===== config.mk =====
export PLATFORM = sky130hd
export DESIGN_NAME = seg_pair_capture_flat
export DESIGN_NICKNAME = d
export VERILOG_FILES = /design/src/rtl/seg_pair_capture_if.sv /design/src/rtl/seg_pair_capture.sv /design/src/flat_wrapper.sv
export SDC_FILE = /design/constraint.sdc
export NUM_CORES = 1
export LEC_CHECK = 0
export BUFFER_PORTS_ARGS = -buffer_cell sky130_fd_sc_hd__clkbuf_2
export CELL_PAD_IN_SITES_DETAIL_PLACEMENT = 1
export CELL_PAD_IN_SITES_GLOBAL_PLACEMENT = 2
export CORE_MARGIN = 1.5
export CORE_UTILIZATION = 39
export CTS_CLUSTER_SIZE = 30
export DETAILED_ROUTE_END_ITERATION = 12
export PLACE_DENSITY_LB_ADDON = 0.1
export SLEW_MARGIN = 5
export SYNTH_ARGS = -nofsm -noshare
export SYNTH_HDL_FRONTEND = slang
export SYNTH_SLANG_ARGS = --single-unit

===== constraint.sdc =====
create_clock -name clk -period 5.58 [get_ports clk]
set_input_delay 0.558 -clock clk [delete_from_list [all_inputs] [get_ports clk]]
set_output_delay 0.558 -clock clk [all_outputs]
set_load 0.005 [all_outputs]

===== src/rtl/seg_pair_capture_if.sv =====
// Symbol-in / result-out handshake bundle for seg_pair_capture.
// The master drives symbols and data_ready; the slave (the capture block) answers.
interface seg_pair_capture_if;
  logic [6:0] seg_in;
  logic       seg_valid;
  logic       seg_ready;
  logic [7:0] data;
  logic       data_valid;
  logic       data_ready;
  logic       err;

  modport master (
    output seg_in, seg_valid, data_ready,
    input  seg_ready, data, data_valid, err
  );

  modport slave (
    input  seg_in, seg_valid, data_ready,
    output seg_ready, data, data_valid, err
  );
endinterface


===== src/rtl/seg_pair_capture.sv =====
// Rebuilds a 0..100 value from a tens/units pair of active-low 7-segment symbols,
// with a per-pair idle timeout and a one-cycle err pulse for discarded pairs.
module seg_pair_capture #(
  parameter int unsigned TIMEOUT = 1000
) (
  input  logic             clk,
  input  logic             rst_n,
  seg_pair_capture_if.slave bus
);

  localparam logic [1:0]  ST_TENS    = 2'd0;
  localparam logic [1:0]  ST_UNI     = 2'd1;
  localparam logic [1:0]  ST_HOLD    = 2'd2;
  localparam logic [3:0]  SYM_BLANK  = 4'd10;
  localparam logic [3:0]  SYM_INV    = 4'd15;
  localparam logic [15:0] TIMEOUT_M1 = 16'(TIMEOUT - 1);

  // Pattern to symbol code: 0..9 digits, 10 blank, 15 anything unrecognised.
  function automatic logic [3:0] decode_seg(input logic [6:0] pat);
    logic [3:0] sym;
    case (pat)
      7'b0000001: sym = 4'd0;
      7'b1001111: sym = 4'd1;
      7'b0010010: sym = 4'd2;
      7'b0000110: sym = 4'd3;
      7'b1001100: sym = 4'd4;
      7'b0100100: sym = 4'd5;
      7'b0100000: sym = 4'd6;
      7'b0001111: sym = 4'd7;
      7'b0000000: sym = 4'd8;
      7'b0000100: sym = 4'd9;
      7'b1111111: sym = SYM_BLANK;
      default:    sym = SYM_INV;
    endcase
    return sym;
  endfunction

  logic [1:0]  r_state;
  logic [3:0]  r_tens;
  logic [15:0] r_cnt;
  logic [7:0]  r_data;
  logic        r_data_valid;
  logic        r_err;

  logic [1:0]  w_next_state;
  logic [3:0]  w_next_tens;
  logic [15:0] w_next_cnt;
  logic [7:0]  w_next_data;
  logic        w_next_data_valid;
  logic        w_next_err;

  logic        w_seg_ready;
  logic        w_xfer;
  logic [3:0]  w_sym;
  logic [7:0]  w_sum;
  logic        w_tens_digit;
  logic        w_sym_digit;

  // Ready comes only from the state register, so there is no input-to-output path.
  assign w_seg_ready  = (r_state != ST_HOLD);
  assign w_xfer       = bus.seg_valid & w_seg_ready;
  assign w_sym        = decode_seg(bus.seg_in);
  assign w_tens_digit = (r_tens <= 4'd9);
  assign w_sym_digit  = (w_sym <= 4'd9);
  assign w_sum        = ({4'd0, r_tens} * 8'd10) + {4'd0, w_sym};

  // Next-state, data and err decision for the pair FSM.
  always_comb begin
    w_next_state      = r_state;
    w_next_tens       = r_tens;
    w_next_cnt        = r_cnt;
    w_next_data       = r_data;
    w_next_data_valid = r_data_valid;
    w_next_err        = 1'b0;
    case (r_state)
      ST_TENS: begin
        if (w_xfer) begin
          if (w_sym == SYM_INV) begin
            w_next_err = 1'b1;
          end else begin
            w_next_tens  = w_sym;
            w_next_cnt   = 16'd0;
            w_next_state = ST_UNI;
          end
        end else begin
          w_next_state = ST_TENS;
        end
      end
      ST_UNI: begin
        // A transfer beats a timeout that lands on the same edge.
        if (w_xfer) begin
          if (w_tens_digit && w_sym_digit) begin
            w_next_data       = w_sum;
            w_next_data_valid = 1'b1;
            w_next_state      = ST_HOLD;
          end else if ((r_tens == SYM_BLANK) && (w_sym == SYM_BLANK)) begin
            w_next_data       = 8'd100;
            w_next_data_valid = 1'b1;
            w_next_state      = ST_HOLD;
          end else begin
            w_next_err   = 1'b1;
            w_next_state = ST_TENS;
          end
        end else if (r_cnt == TIMEOUT_M1) begin
          w_next_err   = 1'b1;
          w_next_state = ST_TENS;
        end else begin
          w_next_cnt = r_cnt + 16'd1;
        end
      end
      ST_HOLD: begin
        if (bus.data_ready) begin
          w_next_data_valid = 1'b0;
          w_next_state      = ST_TENS;
        end else begin
          w_next_state = ST_HOLD;
        end
      end
      default: begin
        w_next_data_valid = 1'b0;
        w_next_state      = ST_TENS;
      end
    endcase
  end

  // State and output registers.
  always_ff @(posedge clk or negedge rst_n) begin
    if (!rst_n) begin
      r_state      <= ST_TENS;
      r_tens       <= 4'd0;
      r_cnt        <= 16'd0;
      r_data       <= 8'd0;
      r_data_valid <= 1'b0;
      r_err        <= 1'b0;
    end else begin
      r_state      <= w_next_state;
      r_tens       <= w_next_tens;
      r_cnt        <= w_next_cnt;
      r_data       <= w_next_data;
      r_data_valid <= w_next_data_valid;
      r_err        <= w_next_err;
    end
  end

  assign bus.seg_ready  = w_seg_ready;
  assign bus.data       = r_data;
  assign bus.data_valid = r_data_valid;
  assign bus.err        = r_err;

endmodule

===== src/flat_wrapper.sv =====
// flat-port wrapper written by rule: the top's interface ports become plain ports
module seg_pair_capture_flat 
#(
  parameter int unsigned TIMEOUT = 1000
)
  (clk, rst_n, bus_seg_in, bus_seg_valid, bus_data_ready, bus_seg_ready, bus_data, bus_data_valid, bus_err);
  seg_pair_capture_if bus_i ();
  input  logic clk;
  input  logic rst_n;
  input wire logic [$bits(bus_i.seg_in)-1:0] bus_seg_in;
  input wire logic [$bits(bus_i.seg_valid)-1:0] bus_seg_valid;
  input wire logic [$bits(bus_i.data_ready)-1:0] bus_data_ready;
  output wire logic [$bits(bus_i.seg_ready)-1:0] bus_seg_ready;
  output wire logic [$bits(bus_i.data)-1:0] bus_data;
  output wire logic [$bits(bus_i.data_valid)-1:0] bus_data_valid;
  output wire logic [$bits(bus_i.err)-1:0] bus_err;
  assign bus_i.seg_in = bus_seg_in;
  assign bus_i.seg_valid = bus_seg_valid;
  assign bus_i.data_ready = bus_data_ready;
  assign bus_seg_ready = bus_i.seg_ready;
  assign bus_data = bus_i.data;
  assign bus_data_valid = bus_i.data_valid;
  assign bus_err = bus_i.err;
  seg_pair_capture #(.TIMEOUT(TIMEOUT)) u_core (.clk(clk), .rst_n(rst_n), .bus(bus_i));
endmodule

Yosys cells after proc, flatten, opt, wreduce, memory -nomap -nowiden --
Cells that the tools add are included. W data, S select, Z words.
Storage, ports and cells: register bits after elaboration 32, bits in latches 0, memory bits (writable) 0, memory bits (read-only) 0, input bits 11, memories 0
Cells by class: add/sub/neg operators 2, $mul 1, divide/modulo/power cells 0, order comparisons 2, eq/ne operators 26, shift operators 0, mux-type cells 28, bitwise logic cells 3, reductions and logical operators 11
Operators with widths (count):
- $mux W16 | 4
- $pmux W4 S11 | 1
- $pmux W16 S2 | 1
- $eq A7 B7 Y1 const B | 3
- $add A16 B1 Y16 const B | 1
- $eq A16 B10 Y1 const B | 1
- $mux W8 | 2
- $eq A7 B3 Y1 const B | 2
- $eq A7 B6 Y1 const B | 2
- $mux W2 | 7
- $eq A4 B4 Y1 const B | 3
- $mux W1 | 10
- $ne A2 B2 Y1 const B | 5
- $add A8 B4 Y8 | 1
- $le A4 B4 Y1 const B | 2
- $eq A7 B1 Y1 const B | 1
- $eq A7 B4 Y1 const B | 1
- $eq A7 B5 Y1 const B | 1
- $logic_not A7 Y1 | 1
- $mul A4 B3 Y7 const B | 1
- $ne A3 B1 Y1 const B | 2
- $pmux W2 S3 | 1
- $reduce_and A3 Y1 | 2
- $reduce_and A5 Y1 | 1
- 13 further kinds | 17

Longest topological paths before layout --
Gate-level depths: netlist of run 1.
depth in word-level cells 8, mapped depth 14

Worst setup path before layout of run 1 --
Ideal clock, no wire load.
path kind input -> register, start input bus_seg_in[5], end register u_core.r_data[7] (netlist: u_core.bus.data[7]), arrival time 3.028 ns, path slack 2.428 ns, cell stages on the path 14, buffers on the path 1, cells stage by stage buf_4 -> xor2_1 -> or3_2 -> nand3_1 -> or2_2 -> nand2_1 -> ha_1 -> fa_1 -> a21oi_1 -> nor3_1 -> xnor2_1 -> nand2_1 -> a21oi_1 -> mux2_2
Between the ends: longest elaborated chain between the ends 6
RTL lines:
- start: declaration | RTL line flat_wrapper.sv:10 | input wire logic [$bits(bus_i.seg_in)-1:0] bus_seg_in;
- $eq A7 B7 Y1 (tied with other cells) | RTL line seg_pair_capture.sv:21 | case (pat)
- $pmux W4 S11 * | RTL line seg_pair_capture.sv:21
- via u_core.w_sym[1] | RTL line seg_pair_capture.sv:54 | logic [3:0] w_sym;
- $le A4 B4 Y1 / $eq A4 B4 Y1 (equally long branches) | RTL line seg_pair_capture.sv:64, seg_pair_capture.sv:96
- $logic_and A1 B1 Y1 (on tied branches) | RTL line seg_pair_capture.sv:92, seg_pair_capture.sv:96
- $reduce_bool A2 Y1 (no line)
- $reduce_and A3 Y1 (no line)
- end signal: assignment | RTL line seg_pair_capture.sv:139 | r_data <= w_next_data;
- end: declaration | RTL line seg_pair_capture.sv:41 | logic [7:0] r_data;
Mark *: on every way through the listed nets, which the timed path passes. The rest lies on a longest branch. A chain may end at the register's enable or synchronous reset.

Worst setup path in the final report of run 1 --
start input bus_seg_in[0], end register u_core.r_data[7] (netlist: u_core.bus.data[7])
Same word-level chain as after synthesis.

==> results of run 1 <==
[per-stage QoR]
stage          utilization (%)  instances
2_1_floorplan                -        215
3_3_place_gp              44.6        297
3_5_place_dp              44.6        297
4_1_cts                   46.8        305
5_1_grt                   46.8        305
6_report                  46.8        305
[final cells by class]
cell class,instances,area share [%]
Multi-Input combinational cell,175,51.3
Sequential cell,32,35.3
Timing Repair Buffer,21,4.63
Tap cell,67,3.69
Clock buffer,6,3.20
Clock inverter,2,1.54
Inverter,2,0.331
[flip-flops by register name (all words and copies together) (netlist names)]
| register | cells |
|---|---|
| u_core.bus.data | 8 |
| u_core.bus.data_valid | 1 |
| u_core.bus.err | 1 |
| u_core.r_cnt | 16 |
| u_core.r_state | 2 |
| u_core.r_tens | 4 |
[worst max-delay path: cells and delay by family]
kind                       cells  cell delay (ns)
buffers and inverters          1             0.13
and+or+nand+nor                5             0.88
AOI/OAI and AO/OA              4             0.80
adders and majority gates      2             0.62
muxes                          1             0.28
xor gates and xnor gates       1             0.13
[cell usage in the layout, fill, tap and decap left out, types with 2 or more instances in the layout]
| cell type | instances |
|---|---|
| and2_1 | 2 |
| mux2_2 | 6 |
| inv_1 | 2 |
| mux2i_1 | 2 |
| fa_1 | 2 |
| o21a_1 | 2 |
| clkbuf_2 | 21 |
| nor4_1 | 4 |
| dfrtp_1 | 32 |
| nand3_1 | 10 |
| ha_1 | 8 |
| a21oi_1 | 10 |
| nand2_1 | 28 |
| nor3b_1 | 2 |
| xor2_1 | 7 |
| o21ai_0 | 14 |
| or3_1 | 4 |
| clkbuf_8 | 5 |
| nor3_1 | 3 |
| a21boi_0 | 2 |
| a21o_2 | 2 |
| nor2b_1 | 3 |
| nand4_1 | 3 |
| and3_1 | 3 |
| nand2b_1 | 4 |
| or3_4 | 2 |
| or2_2 | 2 |
| xnor2_1 | 6 |
| o21bai_1 | 2 |
| nor2_1 | 19 |
| or4_1 | 2 |
[how the worst max path moves through the flow]
stage / to / slack (ns) / cells after the start
floorplan: u_core.bus.data[7] / 2.43 / 14
global placement: u_core.bus.data[7] / 2.23 / 14
detailed placement: u_core.bus.data[7] / 2.07 / 14
CTS: u_core.bus.data[7] / 2.35 / 14
global route: u_core.bus.data[7] / 2.07 / 14
finish: u_core.bus.data[7] / 2.34 / 14
[cell families after synthesis]
logic type / share of synthesized area, %
simple gates: 26.0
compound gates: 15.1
flops: 40.0
xor+xnor: 5.68
fa+ha+maj: 7.00
buf+inv: 1.87
mux: 4.37
[power groups by stage]
stage	Clock, mW	Combinational (mW)	Sequential, mW
after floorplan	0	0.0685	0.274
after global placement	0	0.0969	0.276
after detailed placement	0	0.104	0.278
after CTS	0.221	0.104	0.273
after global routing	0.231	0.116	0.277
final	0.216	0.102	0.274
[routing by layer]
layer	vias up	GRT usage (%)
met5	-	0
li1	817	-
met2	32	31.2
met3	2	3.35
met1	826	25.4
met4	0	5.25
==> flow_summary.json, run 1 <==
{
  "r2r_setup_slack_ns": 3.14,
  "gp_congestion": 0.836,
  "syn_inst": 215,
  "overflow": 0,
  "drc": 0,
  "post-synth-top-count-cell": "dfrtp_1",
  "ys.flop_type": "dfrtp_1",
  "synth_top_area_share_pct": 40.0,
  "p_int_mw": 0.430,
  "p_clk_share_pct": 36.5,
  "hold_buffers": 0,
  "worstSetupStartpointType": "input port",
  "cts_setup_buffers": 0,
  "rsz0062_at_grt": "no",
  "grt_max_degree": 33,
  "path_cells": "clkbuf_2 -> nor4b_1 -> a21oi_1 -> o21ai_0 -> or2_2 -> nand2_1 -> ha_1 -> fa_1 -> a21oi_1 -> nor3_1 -> xnor2_1 -> nand2_1 -> a21oi_1 -> mux2_2",
  "net-switching-power_mw": 0.162,
  "path_common_cell": "a21oi_1",
  "syn_area_um2": 2000,
  "die_y_um": 74.7,
  "clk_latency_ns": 0.28,
  "cts_max_level": 2,
  "postRouteAntennaNets": 0,
  "max_slew_margin_pct": 17.9,
  "firstDrtPassIters": 6,
  "criticalPathCategory": "input port to register",
  "skew_ns": 0.0102,
  "timing.critical_path.arrival_ns": 3.40,
  "worstHoldPathType": "input port to asynchronous set/reset pin",
  "num_antenna_cells": 0,
  "dr.max_layer_used": "met4",
  "synth_top_cell_by_area": "dfrtp_1",
  "status": "completed",
  "start_util_pct": 41.3,
  "min_period_ns": 3.24,
  "placed_area_um2": 2160,
  "finalPower_mw": 0.591,
  "drt-initial-drc-count": 63,
  "synth-seq-area-share_pct": 40.0,
  "setup_slack_ns": 2.34,
  "synth-seq-cells": 32,
  "fin_hold_ws_ns": 0.364,
  "netlist_top_cells_count": "dfrtp_1 (32), nand2_1 (28), nor2_1 (19), o21ai_0 (14)",
  "wl_met3_um": 160,
  "cts_resized": 0,
  "grt_pass1_wl_mm": 7.98,
  "clock-root-buffer": "clkbuf_8",
  "clk_path_buf_depth": 2,
  "post_drt_wl_per_cell_um": 15.6,
  "dpl.hpwl_mm": 3.74,
  "syn2layout_area_growth_pct": 13.3,
  "drive_above_1_share_pct": 19.3,
  "core_area_um2": 4850,
  "crit_slowest_cell": "nor4b_1",
  "synth.avg_cell_area_um2": 9.32,
  "antenna_found_initial": 0,
  "fill_cells": 573,
  "final_nets": 258,
  "io_pins": 22,
  "finalSetupViolCount": 0,
  "portBuffers": 21,
  "clk_pin_slew_ns": 0.07,
  "viasPerCell": 5.50,
  "grt_pass1_vias": 1711,
  "fp.dieW_um": 74.7,
  "async_flop_share_pct": 100,
  "p_sw_share_pct": 27.3,
  "synth.distinct_cells": 52,
  "crit_start": "bus_seg_in[0]",
  "met2_length_mm": 2.23,
  "cts_sinks": 32,
  "hold_violations": 0,
  "totalWireLength_mm": 4.77,
  "grt_use_total_pct": 18.8,
  "end_kind": "register",
  "reg2regPathDepth": 9,
  "place_ws_ns": 2.07,
  "num_vias": 1677,
  "synth_edf_count": 0,
  "multiInputGateArea_um2": 1160,
  "synthesis.nets": 236,
  "cts_buffers": 5,
  "critPathMaxStageDelay_ns": 0.43,
  "final-seq-area_um2": 801,
  "totalNegativeSetupSlack_ns": 0,
  "comb_power_share_pct": 17.2,
  "met1_length_mm": 2.37,
  "p_leak_nw": 1.02,
  "timing.fmax_mhz": 309,
  "synth.area.top_cells": "dfrtp_1 (40%), nand2_1 (5.2%), ha_1 (5.0%)",
  "required_ns": 5.74,
  "worstMarginPinSlew_ns": 1.22,
  "cts_tree": "built",
  "timing.rr.start": "u_core.r_tens[1]",
  "slew_violations": 0,
  "r2r_end": "u_core.bus.data[7]",
  "ir_worst_vdd_mv": 0.106,
  "ys_warn_count": 0,
  "maxCapViolations": 0,
  "p_seq_share_pct": 46.3,
  "pwr_density_cell_nw_per_um2": 261,
  "cp_max_fo": 7,
  "design_area_um2": 2270,
  "dieArea_um2": 5580,
  "finalCritPeriodShare_pct": 58.0,
  "rows": 25
}
No activity file was read; power rests on OpenSTA's default activity.
==> inputs of run 2 (changes only) <==
--- a/config.mk
+++ b/config.mk
@@ -9,7 +9,7 @@
 export CELL_PAD_IN_SITES_DETAIL_PLACEMENT = 1
 export CELL_PAD_IN_SITES_GLOBAL_PLACEMENT = 2
 export CORE_MARGIN = 1.5
-export CORE_UTILIZATION = 39
+export CORE_UTILIZATION = 36
 export CTS_CLUSTER_SIZE = 30
 export DETAILED_ROUTE_END_ITERATION = 12
 export PLACE_DENSITY_LB_ADDON = 0.1
==> constraint.sdc (replaced) <==
create_clock -name clk -period 3.1 [get_ports clk]
set_input_delay 0.31 -clock clk [delete_from_list [all_inputs] [get_ports clk]]
set_output_delay 0.31 -clock clk [all_outputs]
set_load 0.005 [all_outputs]
==> flow_summary.json, run 2 (same netlist as run 1, synthesis figures left out) <==
{
  "top_register": "u_core.r_cnt",
  "fill_cells": 623,
  "dpl.hpwl_mm": 3.75,
  "timing.fmax_mhz": 358,
  "largest_reg_flops": 16,
  "core_area_um2": 5240,
  "max_slew_margin_pct": 44.6,
  "num_antenna_cells": 0,
  "pwr_density_cell_nw_per_um2": 432,
  "fin_cells": 310,
  "firstDrtPassIters": 4,
  "skew_ns": 0.00884,
  "worstHoldPathType": "input port to asynchronous set/reset pin",
  "fp.dieW_um": 77.6,
  "min_period_ns": 2.80,
  "cp_max_fo": 7,
  "criticalPathCategory": "input port to register",
  "cts_resized": 0,
  "slew_violations": 0,
  "num_vias": 1690,
  "maxCapViolations": 0,
  "finalSetupViolCount": 0,
  "placed_cells": 303,
  "grt_pass1_vias": 1771,
  "clk_path_buf_depth": 2,
  "timing.rr.start": "u_core.r_tens[1]",
  "overflow": 0,
  "dieArea_um2": 6020,
  "status": "completed",
  "final_cell_mix": "dfrtp_1 (32), nand2_1 (28), clkbuf_2 (21)",
  "worstSetupStartpointType": "input port",
  "finalCritPeriodShare_pct": 90.2,
  "totalNegativeSetupSlack_ns": 0,
  "cts_sinks": 32,
  "drive_above_1_share_pct": 20.0,
  "end_kind": "register",
  "ir_worst_vdd_mv": 0.161,
  "antenna_found_initial": 0,
  "clk_pin_slew_ns": 0.07,
  "totalWireLength_mm": 4.85,
  "final_nets": 261,
  "die_y_um": 77.6,
  "clk_latency_ns": 0.28,
  "clock-root-buffer": "clkbuf_8",
  "crit_start": "bus_seg_in[0]",
  "timing.critical_path.arrival_ns": 2.96,
  "drc": 0,
  "rows": 26,
  "cts_max_level": 2,
  "postRouteAntennaNets": 0,
  "cts_setup_buffers": 0,
  "start_util_pct": 38.2,
  "hold_buffers": 0,
  "viasPerCell": 5.45,
  "gp_congestion": 0.801,
  "drt-initial-drc-count": 74,
  "io_pins": 22,
  "syn2layout_area_growth_pct": 13.1,
  "grt_pass1_wl_mm": 8.64,
  "required_ns": 3.26,
  "hold_violations": 0,
  "cts_tree": "built",
  "post_drt_wl_per_cell_um": 15.6,
  "cts_buffers": 5,
  "grt_max_degree": 33,
  "portBuffers": 21,
  "p_leak_nw": 1.02,
  "finalPower_mw": 0.978,
  "grt_use_total_pct": 18.2,
  "layout_commonest_cell": "dfrtp_1",
  "rsz0062_at_grt": "no",
  "worstMarginPinSlew_ns": 0.832
}
[run 2: cell types whose count changed in the layout (fill, tap and decap cells not counted)]
cell / previous run / this run
bufinv_16: 1 / 0
buf_4: 0 / 3
[run 2: area by class of cell]
cell class	count	area [um^2]	area share, %
Timing Repair Buffer	24	128	5.63
Multi-Input combinational cell	175	1160	51.4
Clock buffer	6	72.6	3.20
Clock inverter	1	5.00	0.221
Sequential cell	32	801	35.3
Inverter	2	7.51	0.331
Tap cell	70	87.6	3.87
[run 2: where the power goes]
part | switching [mW] | internal (mW) | total, mW
combinational | 0.102 | 0.0819 | 0.184
sequential | 0.0376 | 0.455 | 0.493
clock | 0.149 | 0.152 | 0.302
[run 2: critical path, cell delays in order]
cell and delay (ns):
clkbuf_2 0.13, nor4b_1 0.49, a21oi_1 0.07, o21ai_0 0.22, or2_2 0.18, nand2_1 0.06
ha_1 0.21, fa_1 0.41, a21oi_1 0.25, nor3_1 0.09, xnor2_1 0.13, nand2_1 0.07
a21oi_1 0.06, mux2_2 0.28
[run 2: path summary, 6_finish.rpt]
path	cells past startpoint	to	slack, ns
max in group asynchronous	1	u_core.bus.data[0]	2.45
min in group clk	3	u_core.r_state[1]	0.35
max reg2reg	9	u_core.bus.data[7]	0.69
min	1	u_core.r_state[1]	0.12
min reg2reg	1	u_core.bus.data[2]	0.50
max	14	u_core.bus.data[7]	0.30
[run 2: per-stage QoR]
step / hold WS (ns) / utilization, % / instance area [um^2] / worst slack, ns
floorplan: 0.0144 / - / 2000 / 0.196
global placement: 0.438 / 41.8 / 2190 / 0.160
detailed placement: 0.450 / 41.8 / 2190 / 0.0205
CTS: 0.147 / 43.3 / 2270 / 0.316
global route: 0.178 / 43.3 / 2270 / 0.0454
finish: 0.119 / 43.3 / 2270 / 0.305
[run 2: per-layer routing]
metal / track usage, % / wire (um) / vias up
li1: - / - / 820
met5: 0 / 0 / -
met4: 4.36 / 49 / 0
met3: 4.00 / 156 / 6
met1: 24.3 / 2340 / 832
met2: 29.7 / 2300 / 32
